$ cat src/rtl/sync_fifo_param.sv
// Parametrised single-clock FIFO with occupancy, threshold flags and sticky error flags.
// Define SYNC_FIFO_FWFT_EN for first-word-fall-through reads; default is registered reads.
module sync_fifo_param #(
    parameter int WIDTH    = 16,
    parameter int DEPTH    = 32,
    parameter int AF_LEVEL = DEPTH - 4,
    parameter int AE_LEVEL = 4
) (
    input  logic                       clk,
    input  logic                       reset,
    input  logic                       WE,
    input  logic [WIDTH-1:0]           write_data,
    input  logic                       RE,
    output logic [WIDTH-1:0]           read_data,
    output logic                       read_valid,
    output logic [$clog2(DEPTH+1)-1:0] count,
    output logic                       full,
    output logic                       empty,
    output logic                       almost_full,
    output logic                       almost_empty,
    output logic                       overflow,
    output logic                       underflow,
    input  logic                       clr_err
);

    localparam int CW = $clog2(DEPTH + 1);
    localparam int PW = $clog2(DEPTH);
    localparam logic [PW-1:0] LAST_IDX = PW'(DEPTH - 1);

    logic [WIDTH-1:0] mem [DEPTH];
    logic [PW-1:0]    wp;
    logic [PW-1:0]    rp;
    logic             wr_ok;
    logic             rd_ok;

    assign full         = (count == CW'(DEPTH));
    assign empty        = (count == '0);
    assign almost_full  = (count >= CW'(AF_LEVEL));
    assign almost_empty = (count <= CW'(AE_LEVEL));

    assign wr_ok = WE & ~full;
    assign rd_ok = RE & ~empty;

    // Explicit wrap so non-power-of-two depths never index past the last entry.
    function automatic logic [PW-1:0] next_ptr(input logic [PW-1:0] p);
        return (p == LAST_IDX) ? '0 : p + PW'(1);
    endfunction

    always_ff @(posedge clk) begin
        if (wr_ok) begin
            mem[wp] <= write_data;
        end
    end

    always_ff @(posedge clk or negedge reset) begin
        if (!reset) begin
            wp    <= '0;
            rp    <= '0;
            count <= '0;
        end else begin
            if (wr_ok) begin
                wp <= next_ptr(wp);
            end
            if (rd_ok) begin
                rp <= next_ptr(rp);
            end
            case ({wr_ok, rd_ok})
                2'b10:   count <= count + CW'(1);
                2'b01:   count <= count - CW'(1);
                default: count <= count;
            endcase
        end
    end

    // A new error event in the same cycle as clr_err keeps the flag set.
    always_ff @(posedge clk or negedge reset) begin
        if (!reset) begin
            overflow  <= 1'b0;
            underflow <= 1'b0;
        end else begin
            if (WE && full) begin
                overflow <= 1'b1;
            end else if (clr_err) begin
                overflow <= 1'b0;
            end
            if (RE && empty) begin
                underflow <= 1'b1;
            end else if (clr_err) begin
                underflow <= 1'b0;
            end
        end
    end

`ifdef SYNC_FIFO_FWFT_EN
    assign read_data  = empty ? '0 : mem[rp];
    assign read_valid = ~empty;
`else
    always_ff @(posedge clk or negedge reset) begin
        if (!reset) begin
            read_data  <= '0;
            read_valid <= 1'b0;
        end else begin
            read_valid <= rd_ok;
            if (rd_ok) begin
                read_data <= mem[rp];
            end
        end
    end
`endif

endmodule
$ cat config.mk
export PLATFORM = sky130hd
export DESIGN_NAME = sync_fifo_param
export DESIGN_NICKNAME = d
export VERILOG_FILES = /design/src/rtl/sync_fifo_param.sv
export SDC_FILE = /design/constraint.sdc
export NUM_CORES = 1
export LEC_CHECK = 0
export ABC_AREA = 1
export ABC_CLOCK_PERIOD_IN_PS = 2360
export CAP_MARGIN = 20
export CORE_MARGIN = 2
export CORE_UTILIZATION = 57
export DETAILED_ROUTE_END_ITERATION = 10
export DONT_BUFFER_PORTS = 1
export PLACE_DENSITY_LB_ADDON = 0.3
export SLEW_MARGIN = 20
export SYNTH_ARGS = -nofsm -noshare
export SYNTH_HDL_FRONTEND = slang
export SYNTH_SLANG_ARGS = --single-unit
$ cat constraint.sdc
create_clock -name clk -period 2.36 [get_ports clk]
set_input_delay 0.708 -clock clk [delete_from_list [all_inputs] [get_ports clk]]
set_output_delay 0.708 -clock clk [all_outputs]
set_load 0.01 [all_outputs]
==> run metrics <==
DR iter-0 viols=1723; async set-or-reset flop fraction in the synthesized netlist=6.40%; final worst path period need=2.20 ns; DIE AREA=41200 sq um; hpwl dp=30700 um; Worst R2R Start=count[0]; clk sink count=547; CTS tree=yes; synthesis-to-finish area growth=11.2%; Primary FF master, synth=edfxtp_1; max-slew violations=0; Core ar.=38800 sq um; measured slew at the worst slew-check pin=0.539 ns; Seq/Total Area, Yosys=72.1%; R2R Setup Slk=0.24 ns; crit path from=count[4]; Final #Nets=1977; setup TNS=0 ns; CP Capture Type=output pin; Final Hold Viols=0; initial core utilization=58.1%; post-CTS setup buffer count=0; number of nets with antenna violations after routing=0; first-pass detailed-route iteration total=7; Die H=203 um; Syn Inst Count=1932; largest net degree at the start of global routing=116; Pleak=9.24 nW; synth cell count leaders=nand2_1, edfxtp_1, nand3_1; Port Buffer Count=0; average wire per standard cell=21.4 um; max_cap viols=0; syn nets=1963; Hold Crit Start=write_data[9]; Hold Crit Depth=0; most numerous cell in the Yosys netlist=nand2_1; Worst Path Required=1.65 ns; GRT Util Overall=26.4%; Synth cell types=32; CTS root buf=clkbuf_16; post-route cell area=25100 sq um; status=finished clean; clk_lat worst skew=0.57 ns; Pwr per Cell Area=1200 nW/um^2; Ys Warns=0; synth top area cells=edfxtp_1, nand2_1, nand3_1, dfrtp_1, buf_2; #FFs+latches synth=547; Remaining DRCs=0; hold crit path type=in2reg; clock slew at reported path FFs=0.06 ns; remaining global-route overflow=0; Slew headroom=63.8%; Worst Setup Start Kind=register; H-tree depth=2; initial antenna violation count=0; FF-to-FF path depth=15; fmax=455 MHz; # setup viols final=0; Via density=5.85; gp weighted congestion=0.904; io pins=50; first-pass GRT wire length=82000 um; Hold EP=mem[22][9]; Filler Cells Inserted=2797; Synth area leader=edfxtp_1; area share of the largest cell type after synthesis=68.2%; Avg Cell Area, Syn=11.7 sq um; final wirelength=53500 um; Die Width=203 um; Final period util=93.1%; Antenna diodes=0; via count=14625; CTS Buf Count=52; vias in the first global route=14184; RSZ-0062 raised after global routing=false; skew final=0.0128 ns; maximum VDD drop=0.816 mV; synthesized area=22600 sq um; Placed Area=23400 sq um; worst-path maximum fanout=7; Arr. time, crit path=1.49 ns; Post-synth EDFFs=512; share of layout cells above drive strength 1=8.13%; Max Root-Sink Buffers=3; Std-Cell Rows=72; crit path kind=reg2out; worst r2r dst=count[4]
## layout by cell type (no fill, tap or decap), drive strengths merged
master and count:
a21oi 4, and3 1, buf 75, bufinv 4, clkbuf 72, clkinv 14, dfrtp 35, dlygate4sd3 1
edfxtp 512, ha 10, inv 25, nand2 701, nand3 451, nand4 1, nor2 42, nor2b 1
nor3 3, nor3b 2, o211a 1, o21ai 17, o21bai 1, o31ai 1, xnor2 3, xor2 3
## through the flow
step	hold slack [ns]	setup WS (ns)	utilization, %	power (W)	cells
2_1_floorplan	0.412	0.0270	-	0.0190	1932
3_3_place_gp	0.413	0.167	60.3	0.0219	2408
3_5_place_dp	0.413	0.0973	60.3	0.0221	2408
4_1_cts	0.211	0.0217	64.5	0.0300	2498
5_1_grt	0.211	0.0244	64.6	0.0315	2498
6_report	0.232	0.164	64.6	0.0300	2498
## layout make-up
cell class	count	area (sq um)	share of cell area, %
Clock buffer	72	1420	5.65
Timing Repair Buffer	76	1010	4.04
Sequential cell	547	16300	64.8
Tap cell	518	648	2.58
Multi-Input combinational cell	1242	5460	21.8
Inverter	27	111	0.444
Clock inverter	16	174	0.693
## layer usage
layer	track usage, %	vias to the layer above	wire [um]
met1	36.7	7080	21400
met3	3.74	119	4590
met2	43.1	670	25800
li1	-	6756	-
met4	9.57	0	1820
met5	0	-	0
## sequential cells by signal, indices dropped and copies added, names as in the netlist
signal      flops
count           6
overflow        1
wp              5
read_valid      1
read_data      16
mem           512
rp              5
underflow       1
## worst max path at each step
stage | end | cells past startpoint
floorplan | count[4] | 17
global placement | count[5] | 16
detailed placement | count[5] | 13
CTS | almost_full | 2
global route | count[4] | 15
finish | almost_full | 2
## logic make-up after synthesis
logic type                 Yosys count  share of synthesized area (%)
adders and majority gates           10                          0.555
DFF                                547                           72.1
and+or+nand+nor                   1202                           22.6
xor gates and xnor gates             6                          0.233
AOI/OAI and AO/OA                   24                          0.594
buffers and inverters              143                           3.92
## what timing repair did
action / CTS / global route
gates resized for setup: 0 / 7
hold buffers: 2 / 0
endpoints found under the hold margin: 35 / 0
endpoints found under the setup margin: 0 / 5
## critical path, cell delays in order (launching register included)
cell and delay, ns:
dfrtp_2 0.46, inv_1 0.08, o31ai_1 0.38
## where the power goes
group | total, W | internal (W) | switching, W
Sequential | 0.0120 | 0.0114 | 0.000561
Combinational | 0.0101 | 0.00311 | 0.00704
Clock | 0.00790 | 0.00459 | 0.00331
Note: power is estimated with default switching activity, not from simulation.
